[config.mk]
export PLATFORM = sky130hd
export DESIGN_NAME = execute_stage_pipelined
export DESIGN_NICKNAME = d
export VERILOG_FILES = /design/src/rtl/exec_pkg.sv /design/src/rtl/mul_iter.sv /design/src/rtl/execute_stage_pipelined.sv
export SDC_FILE = /design/constraint.sdc
export NUM_CORES = 2
export LEC_CHECK = 0
export CAP_MARGIN = 40
export CORE_MARGIN = 2
export CORE_UTILIZATION = 28
export CTS_BUF_LIST = sky130_fd_sc_hd__clkbuf_2
export DETAILED_ROUTE_END_ITERATION = 6
export GPL_TIMING_DRIVEN = 0
export PLACE_DENSITY = 0.45
export SKIP_CTS_REPAIR_TIMING = 1
export SLEW_MARGIN = 0
export SYNTH_ARGS = -nofsm -noshare
export SYNTH_HDL_FRONTEND = slang
export SYNTH_SLANG_ARGS = --single-unit
[constraint.sdc]
create_clock -name clk -period 10.4 [get_ports clk]
set_input_delay 3.12 -clock clk [delete_from_list [all_inputs] [get_ports clk]]
set_output_delay 3.12 -clock clk [all_outputs]
set_load 0.01 [all_outputs]
[src/rtl/exec_pkg.sv]
// Shared decode constants and internal ALU control codes for the execute stage.
package exec_pkg;

    localparam logic [2:0] ALUOP_ADD   = 3'b000;
    localparam logic [2:0] ALUOP_SUB   = 3'b001;
    localparam logic [2:0] ALUOP_RTYPE = 3'b010;
    localparam logic [2:0] ALUOP_AND   = 3'b011;
    localparam logic [2:0] ALUOP_OR    = 3'b100;
    localparam logic [2:0] ALUOP_SLT   = 3'b101;
    localparam logic [2:0] ALUOP_LUI   = 3'b110;

    localparam logic [5:0] FUNCT_SLL   = 6'h00;
    localparam logic [5:0] FUNCT_SRL   = 6'h02;
    localparam logic [5:0] FUNCT_SRA   = 6'h03;
    localparam logic [5:0] FUNCT_MFHI  = 6'h10;
    localparam logic [5:0] FUNCT_MFLO  = 6'h12;
    localparam logic [5:0] FUNCT_MULT  = 6'h18;
    localparam logic [5:0] FUNCT_MULTU = 6'h19;
    localparam logic [5:0] FUNCT_ADD   = 6'h20;
    localparam logic [5:0] FUNCT_ADDU  = 6'h21;
    localparam logic [5:0] FUNCT_SUB   = 6'h22;
    localparam logic [5:0] FUNCT_SUBU  = 6'h23;
    localparam logic [5:0] FUNCT_AND   = 6'h24;
    localparam logic [5:0] FUNCT_OR    = 6'h25;
    localparam logic [5:0] FUNCT_XOR   = 6'h26;
    localparam logic [5:0] FUNCT_NOR   = 6'h27;
    localparam logic [5:0] FUNCT_SLT   = 6'h2a;
    localparam logic [5:0] FUNCT_SLTU  = 6'h2b;

    typedef enum logic [4:0] {
        ALU_ZERO, ALU_ADD, ALU_ADDU, ALU_SUB, ALU_SUBU, ALU_AND, ALU_OR,
        ALU_XOR, ALU_NOR, ALU_SLT, ALU_SLTU, ALU_SLL, ALU_SRL, ALU_SRA,
        ALU_LUI, ALU_MFHI, ALU_MFLO, ALU_MULT, ALU_MULTU
    } alu_fn_e;

endpackage

[src/rtl/mul_iter.sv]
// Iterative shift-add multiplier, one multiplier bit per cycle over WIDTH cycles.
// done is high during the last iteration, with the final product on product.
module mul_iter #(
    parameter int WIDTH = 32
) (
    input  logic                 clk,
    input  logic                 rst,
    input  logic                 start,
    input  logic                 is_signed,
    input  logic [WIDTH-1:0]     a,
    input  logic [WIDTH-1:0]     b,
    output logic                 done,
    output logic [2*WIDTH-1:0]   product
);
    localparam int CNT_W = $clog2(WIDTH);

    logic                 running;
    logic [CNT_W-1:0]     cnt;
    logic [2*WIDTH-1:0]   mcand;
    logic [2*WIDTH-1:0]   acc;
    logic [2*WIDTH-1:0]   acc_next;
    logic [WIDTH-1:0]     mplier;
    logic [WIDTH-1:0]     mag_a;
    logic [WIDTH-1:0]     mag_b;
    logic                 neg;

    always_comb begin
        mag_a    = (is_signed && a[WIDTH-1]) ? -a : a;
        mag_b    = (is_signed && b[WIDTH-1]) ? -b : b;
        acc_next = mplier[0] ? (acc + mcand) : acc;
        done     = running && (cnt == '0);
        product  = neg ? -acc_next : acc_next;
    end

    always_ff @(posedge clk) begin
        if (rst) begin
            running <= 1'b0;
            cnt     <= '0;
            mcand   <= '0;
            acc     <= '0;
            mplier  <= '0;
            neg     <= 1'b0;
        end else if (start) begin
            running <= 1'b1;
            cnt     <= CNT_W'(WIDTH - 1);
            mcand   <= {{WIDTH{1'b0}}, mag_a};
            mplier  <= mag_b;
            acc     <= '0;
            neg     <= is_signed & (a[WIDTH-1] ^ b[WIDTH-1]);
        end else if (running) begin
            acc     <= acc_next;
            mcand   <= mcand << 1;
            mplier  <= mplier >> 1;
            cnt     <= cnt - 1'b1;
            if (cnt == '0)
                running <= 1'b0;
        end
    end

endmodule

[src/rtl/execute_stage_pipelined.sv]
// Registered execute stage: ALU, HI/LO with iterative multiply, valid/ready EX/MEM register.
// state | meaning
// IDLE  | accepting ops; single-cycle results go straight to EX/MEM
// MUL   | multiplier iterating; HI/LO written on its last cycle
// DONE  | waiting for a free EX/MEM slot to emit the LO beat
module execute_stage_pipelined
    import exec_pkg::*;
#(
    parameter int WIDTH   = 32,
    parameter int SHAMT_W = $clog2(WIDTH)
) (
    input  logic               clk,
    input  logic               rst,
    input  logic               in_valid,
    output logic               in_ready,
    input  logic [WIDTH-1:0]   in_rs_data,
    input  logic [WIDTH-1:0]   in_rt_data,
    input  logic [WIDTH-1:0]   in_imm,
    input  logic [SHAMT_W-1:0] in_shamt,
    input  logic [5:0]         in_funct,
    input  logic [2:0]         in_alu_op,
    input  logic               in_alu_src,
    input  logic               in_wb_en,
    input  logic [4:0]         in_dest,
    output logic               out_valid,
    input  logic               out_ready,
    output logic [WIDTH-1:0]   out_result,
    output logic               out_zero,
    output logic               out_overflow,
    output logic               out_wb_en,
    output logic [4:0]         out_dest,
    output logic               busy
);
    localparam logic [1:0] S_IDLE = 2'd0;
    localparam logic [1:0] S_MUL  = 2'd1;
    localparam logic [1:0] S_DONE = 2'd2;
    localparam int MSB = WIDTH - 1;

    logic [1:0]         state, state_next;
    logic [WIDTH-1:0]   hi, lo;
    logic [WIDTH-1:0]   op_a, op_b, sum, diff, res;
    logic               ovf, is_mul, accept, buf_free, mul_done;
    logic [2*WIDTH-1:0] mul_product;
    alu_fn_e            fn;

    assign buf_free = !out_valid || out_ready;
    assign in_ready = (state == S_IDLE) && buf_free;
    assign accept   = in_valid && in_ready;
    assign busy     = (state != S_IDLE);
    assign is_mul   = (fn == ALU_MULT) || (fn == ALU_MULTU);

    always_comb begin
        fn = ALU_ZERO;
        case (in_alu_op)
            ALUOP_ADD: fn = ALU_ADD;
            ALUOP_SUB: fn = ALU_SUB;
            ALUOP_AND: fn = ALU_AND;
            ALUOP_OR:  fn = ALU_OR;
            ALUOP_SLT: fn = ALU_SLT;
            ALUOP_LUI: fn = ALU_LUI;
            ALUOP_RTYPE: begin
                case (in_funct)
                    FUNCT_ADD:   fn = ALU_ADD;
                    FUNCT_ADDU:  fn = ALU_ADDU;
                    FUNCT_SUB:   fn = ALU_SUB;
                    FUNCT_SUBU:  fn = ALU_SUBU;
                    FUNCT_AND:   fn = ALU_AND;
                    FUNCT_OR:    fn = ALU_OR;
                    FUNCT_XOR:   fn = ALU_XOR;
                    FUNCT_NOR:   fn = ALU_NOR;
                    FUNCT_SLT:   fn = ALU_SLT;
                    FUNCT_SLTU:  fn = ALU_SLTU;
                    FUNCT_SLL:   fn = ALU_SLL;
                    FUNCT_SRL:   fn = ALU_SRL;
                    FUNCT_SRA:   fn = ALU_SRA;
                    FUNCT_MFHI:  fn = ALU_MFHI;
                    FUNCT_MFLO:  fn = ALU_MFLO;
                    FUNCT_MULT:  fn = ALU_MULT;
                    FUNCT_MULTU: fn = ALU_MULTU;
                    default:     fn = ALU_ZERO;
                endcase
            end
            default: fn = ALU_ZERO;
        endcase
    end

    always_comb begin
        op_a = in_rs_data;
        op_b = in_alu_src ? in_rt_data : in_imm;
        sum  = op_a + op_b;
        diff = op_a - op_b;
        res  = '0;
        ovf  = 1'b0;
        case (fn)
            ALU_ADD: begin
                res = sum;
                ovf = (op_a[MSB] == op_b[MSB]) && (sum[MSB] != op_a[MSB]);
            end
            ALU_SUB: begin
                res = diff;
                ovf = (op_a[MSB] != op_b[MSB]) && (diff[MSB] != op_a[MSB]);
            end
            ALU_ADDU: res = sum;
            ALU_SUBU: res = diff;
            ALU_AND:  res = op_a & op_b;
            ALU_OR:   res = op_a | op_b;
            ALU_XOR:  res = op_a ^ op_b;
            ALU_NOR:  res = ~(op_a | op_b);
            ALU_SLT:  res = {{(WIDTH-1){1'b0}}, ($signed(op_a) < $signed(op_b))};
            ALU_SLTU: res = {{(WIDTH-1){1'b0}}, (op_a < op_b)};
            ALU_SLL:  res = op_b << in_shamt;
            ALU_SRL:  res = op_b >> in_shamt;
            ALU_SRA:  res = $signed(op_b) >>> in_shamt;
            ALU_LUI:  res = op_b << (WIDTH / 2);
            ALU_MFHI: res = hi;
            ALU_MFLO: res = lo;
            default:  res = '0;
        endcase
    end

    mul_iter #(.WIDTH(WIDTH)) u_mul (
        .clk       (clk),
        .rst       (rst),
        .start     (accept && is_mul),
        .is_signed (fn == ALU_MULT),
        .a         (op_a),
        .b         (op_b),
        .done      (mul_done),
        .product   (mul_product)
    );

    always_comb begin
        state_next = state;
        case (state)
            S_IDLE:  if (accept && is_mul) state_next = S_MUL;
            S_MUL:   if (mul_done)         state_next = S_DONE;
            S_DONE:  if (buf_free)         state_next = S_IDLE;
            default: state_next = S_IDLE;
        endcase
    end

    always_ff @(posedge clk) begin
        if (rst) begin
            state        <= S_IDLE;
            hi           <= '0;
            lo           <= '0;
            out_valid    <= 1'b0;
            out_result   <= '0;
            out_zero     <= 1'b0;
            out_overflow <= 1'b0;
            out_wb_en    <= 1'b0;
            out_dest     <= '0;
        end else begin
            state <= state_next;
            if (state == S_MUL && mul_done) begin
                hi <= mul_product[2*WIDTH-1:WIDTH];
                lo <= mul_product[WIDTH-1:0];
            end
            if (accept && !is_mul) begin
                out_valid    <= 1'b1;
                out_result   <= res;
                out_zero     <= (res == '0);
                out_overflow <= ovf;
                out_wb_en    <= in_wb_en;
                out_dest     <= in_dest;
            end else if (state == S_DONE && buf_free) begin
                // multiply beat carries LO but never writes a GPR
                out_valid    <= 1'b1;
                out_result   <= lo;
                out_zero     <= (lo == '0);
                out_overflow <= 1'b0;
                out_wb_en    <= 1'b0;
                out_dest     <= '0;
            end else if (out_ready) begin
                out_valid    <= 1'b0;
            end
        end
    end

endmodule

**Word-level counts from Yosys, hierarchy flattened**

Memory sizes are Yosys's and may differ from the RTL's.
Cells that the tools add are included.

- Bits in registers: 274
- ROM bits: 320
- Input bits: 121
- Output and inout port bits: 43
- Memories: 1

Memory list:

| name | words | bits a word | rd ports | clocked after Yosys merged registers in | write ports | line | RTL |
|---|---|---|---|---|---|---|---|
| (name not given) | 64 | 5 | 1 | 0 | 0 | execute_stage_pipelined.sv:62 | `case (in_funct)` |

- $add $sub $neg: 7
- Magnitude comparators: 2
- Equality and inequality tests: 33
- Shift operators: 3
- Multiplexer cells: 33
- Bitwise logic cells: 6
- Reduce and logical (&&, ||, !) cells: 28

Operator list:

| operator | number |
|---|---|
| $pmux W32 S14 | 1 |
| $mux W32 | 9 |
| $mux W64 | 2 |
| $add A64 B64 Y64 | 1 |
| $logic_not A32 Y1 | 2 |
| $lt A32 B32 Y1 | 2 |
| $neg A32 Y32 | 2 |
| $neg A64 Y64 | 1 |
| $eq A5 B4 Y1 const B | 8 |
| $pmux W5 S7 | 1 |
| $add A32 B32 Y32 | 1 |
| $and A32 B32 Y32 | 1 |
| $not A32 Y32 | 1 |
| $or A32 B32 Y32 | 1 |
| $shl A32 B5 Y32 | 1 |
| $shr A32 B5 Y32 | 1 |
| $sshr A32 B5 Y32 | 1 |
| $sub A32 B32 Y32 | 1 |
| $xor A32 B32 Y32 | 1 |
| $eq A5 B3 Y1 const B | 4 |
| $mux W5 | 4 |
| $eq A5 B5 Y1 const B | 3 |
| $logic_and A1 B1 Y1 | 11 |
| $mux W1 | 11 |
| 26 further kinds | 41 |

**Depth between registers and ports, before layout**

- Depth after elaboration: 7
- Mapped depth: 24

**Hierarchy**

A second synthesis with hierarchy kept.

- Cell total of the unflattened synthesis: 4371
- Area, all modules: 32605.0 um2

Modules (own cells, without submodules):

| module | times used | cells an instance | area each (um2) | seq. area each (um2) |
|---|---|---|---|---|
| execute_stage_pipelined | 1 | 2349 | 17334.1 | 2142.1 |
| mul_iter | 1 | 2022 | 15270.9 | 3343.2 |

**Worst setup path after synthesis**

Ideal clock, no wire load.

- Path kind: input -> register
- Start: input in_alu_src
- End: register out_zero
- Library setup time: 0.087 ns
- Arrival: 8.387 ns
- Required time: 10.313 ns
- Path slack: 1.926 ns
- Stages: 23
- Buffers on the path: 8
- Cell sequence: buf_2 -> buf_6 -> buf_4 -> buf_4 -> buf_2 -> buf_6 -> buf_4 -> mux2_2 -> inv_1 -> ha_1 -> clkbuf_1 -> nor4_1 -> nand2_1 -> o211ai_1 -> and2_1 -> o41ai_1 -> a221o_1 -> a211o_1 -> or4_1 -> or4_1 -> nor4_1 -> nand4_1 -> o31ai_1

- Cells in the longest elaborated chain, start to end: 6
- Elaborated cells on any way between the ends: 15

RTL lines:

| item | line | RTL |
|---|---|---|
| from (decl) | execute_stage_pipelined.sv:22 | `input logic in_alu_src,` |
| $mux W32 (*) | execute_stage_pipelined.sv:89 | `op_b = in_alu_src ? in_rt_data : in_imm;` |
| parallel branches: the longest is 2 deep, another holds $sub A32 B32 Y32 | n/a |  |
| $pmux W32 S14 (*) | execute_stage_pipelined.sv:94 | `case (fn)` |
| $logic_not A32 Y1 (*) | execute_stage_pipelined.sv:162 | `out_zero <= (res == '0);` |
| $mux W1 (*) | execute_stage_pipelined.sv:159 | `if (accept && !is_mul) begin` |
| to (signal assigned) | execute_stage_pipelined.sv:162 |  |
| to (signal assigned) | execute_stage_pipelined.sv:170 | `out_zero <= (lo == '0);` |
| to (decl) | execute_stage_pipelined.sv:28 | `output logic out_zero,` |

Every way passes the cells marked *.
A chain may end at the register's enable or synchronous reset.

**Final worst setup path**

Same ends and word-level chain as after synthesis.

==> impl_metrics.toml <==
[floorplan]
core_sq_um = 111000
num_rows = 122
die_x_um = 338
start_util = 0.282
dieArea_sq_um = 114000
io_pins = 164
dieHeight_um = 338

[cells_and_area]
final_common_cell = "nor2_1"
layout.nets = 4751
final.fill_count = 12239
synthToLayoutAreaGrowth_pct = 16.3
final_layout_size_suffix_gt1_frac = 0.107
layout.cells.most_common_list = "nor2_1 (489), nand2_1 (440), a21oi_1 (323), dfxtp_1 (274), clkbuf_1 (231)"

[sta]
timing.final.crit_share = 0.998
slew_headroom = 0.285
post-route-min-period_ns = 10.38
worst_pin_slew_ns = 1.07
tns_ns = 0
finalMaxSlewViolations = 0
hold_viol_final = 0
fmax_ghz = 0.0963
rsz0062_at_grt = "no"
finalClockSkew_ns = 0.162
setup_viol = 0

[grt]
grt_usage = 0.345
grt_max_degree = 13
antenna_found_initial = 16
grt_pass1_wl_um = 278000
grt_remaining_overflow = 0
first_global_vias = 34269

[clock_tree]
clk_pin_slew_worst_paths_ns = 0.10
ctsRootBufferMaster = "clkbuf_2"
clkLatencyLatePin_ns = 1.26
cts_buffer_depth = 3
cts_tree = "yes"
cts_buffers = 83
cts_max_level = 3
cts_sinks = 274

[place]
port_buffers = 159
dpl.hpwl_um = 168000
place.gp.congestion = 1.06

[critical_path]
critPathLaunchType = "input pin"
reg2reg_depth = 25
reg2reg_from = "u_mul.mplier[0]$_SDFFE_PP0P_"
critical_path_class = "in2reg"
arrival_ns = 11.39
critPathMaxFanout = 10
ff2ff_setup_slack_ns = 1.55
worst_setup_path_end_kind = "flop"
cp_data_required_time_ns = 11.41
rr_endpoint = "hi[26]$_SDFFE_PP0P_"

[hold_path]
whs_endpoint = "hi[0]$_SDFFE_PP0P_"
hp-class = "reg2reg"
min_from = "hi[0]$_SDFFE_PP0P_"
hold_depth = 2

[synthesis]
ys_seq_area_frac = 0.176
synth-seq-cells = 274
synth_ff_type = "dfxtp_1"
synth_area_sq_um = 31200
synth_top_area_frac = 0.176
synth_area_leader_cell = "dfxtp_1"
netlist_instances = 4126
yosys-top-cells-area = "dfxtp_1 (18%), mux4_2 (7.4%), ha_1 (6.9%)"
synth-edff-count = 0
syn_avg_cell_area_sq_um = 7.56
synth_cell_types = 116
synth-async-reset-ratio = 0
synthesis.nets = 4421
synth_warnings = 0

[routing]
drt-initial-drc-count = 4482
wl_per_cell_um = 33.8
detail_route.vias_per_cell = 6.21
wl_met1_um = 89400
dr.pass1.iters = 6
wl_met2_um = 84400
finalWirelength_um = 203000
routed-wl-met3_um = 19700
ant_nets = 0
vias = 37295
highest_layer = "met5"
drc = 0

[pwr]
power_density_nw_per_um2 = 91.2
cellLeakagePower_uw = 0.0132
power.total_uw = 3310
peakVddDrop_mv = 0.0580

[run_status]
status = "completed"

[job]
max_cap_viol_count = 0
## where the power goes
group | switching, uW | internal, uW
clock network | 555 | 337
logic | 911 | 425
registers | 14.8 | 1070
total | 1480 | 1830
## worst max path at each step
stage / start / end / slack (ns)
global route: in_alu_src / out_zero$_SDFFE_PP0P_ / 0.08
detailed placement: in_alu_src / out_zero$_SDFFE_PP0P_ / -0.67
finish: in_alu_src / out_zero$_SDFFE_PP0P_ / 0.02
global placement: in_alu_src / out_zero$_SDFFE_PP0P_ / -1.42
floorplan: in_alu_src / out_zero$_SDFFE_PP0P_ / 1.93
CTS: in_alu_src / out_zero$_SDFFE_PP0P_ / 0.51
## worst max-delay path, stage by stage
cell	delay (ns)
buf_2	0.25
buf_6	0.23
buf_4	0.27
buf_4	0.28
buf_2	0.35
buf_6	0.24
mux2i_1	0.80
buf_4	0.30
ha_1	0.26
clkbuf_1	0.28
a2111oi_0	0.40
o21ai_0	0.27
a31oi_1	0.71
o21a_1	0.30
o311ai_0	0.17
a21oi_1	0.23
o22ai_1	0.09
o21ai_0	0.37
o2111ai_1	0.44
or4_1	0.65
nor4_1	0.73
nand4_1	0.25
o31ai_1	0.37
## cell type report
cell class,count,area (sq um),area share
Inverter,132,495,0.0137
Antenna cell,6,15.0,0.000414
Sequential cell,274,5490,0.151
Clock inverter,30,185,0.00510
Clock buffer,109,546,0.0150
Tap cell,1488,1860,0.0513
Timing Repair Buffer,245,2430,0.0670
Buffer,311,1260,0.0348
Multi-Input combinational cell,3409,24000,0.661
## synthesized netlist by cell type, types with 13 or more instances
library cell  instances
a211oi_1            167
clkbuf_1            231
nand3_1              85
mux4_2              103
nand4_1              60
or3_1                26
a221oi_1             30
buf_2                39
or4_1                21
mux2_2               31
o22ai_1              23
nor2b_1              28
nor2_1              489
o31a_1               14
nand2_1             440
inv_1               130
nand2b_1             45
o211ai_1             35
nor3_1              106
o21ai_0             172
mux2i_1             210
and3_1               44
o21a_1               23
o21bai_1             24
nor4_1               35
and2_1               17
ha_1                171
a221o_1              16
a21o_1               52
xnor2_1             116
dfxtp_1             274
o41ai_1              13
nand3b_1             16
a21oi_1             323
or2_2                24
xor2_1               43
a22oi_1              37
a311oi_1             25
o31ai_1              50
buf_1                31
a31oi_1              37
## through the flow
stage	setup slack, ns	utilization	cells	hold slack, ns	area [sq um]
final	0.0194	0.328	6004	0.460	36300
after global routing	0.0754	0.328	6001	0.482	36300
after CTS	0.512	0.328	5998	0.458	36300
after detailed placement	-0.670	0.321	5859	0.443	35500
after global placement	-1.42	0.313	5773	0.438	34600
after floorplan	1.93	-	4126	0.427	31200
## cell families after synthesis
kind of cell               after synthesis  synth area share
buffers and inverters                  443            0.0564
adders and majority gates              174            0.0705
muxes                                  346             0.154
and+or+nand+nor                       1488             0.223
DFF                                    274             0.176
xor gates and xnor gates               159            0.0447
AOI/OAI and AO/OA                     1242             0.276
## metal layers
metal | vias to the layer above | GRT usage
li1 | 16154 | -
met1 | 18562 | 0.483
met2 | 2195 | 0.509
met3 | 370 | 0.0739
met4 | 14 | 0.143
met5 | - | 0
## registers in the layout (all words and copies together) (netlist names), 2 cells and up
| register | count |
|---|---|
| out_dest | 5 |
| u_mul.mcand | 64 |
| hi | 32 |
| u_mul.mplier | 32 |
| u_mul.acc | 64 |
| lo | 32 |
| out_result | 32 |
| state | 2 |
| u_mul.cnt | 5 |
No activity file was read; power rests on OpenSTA's default activity.
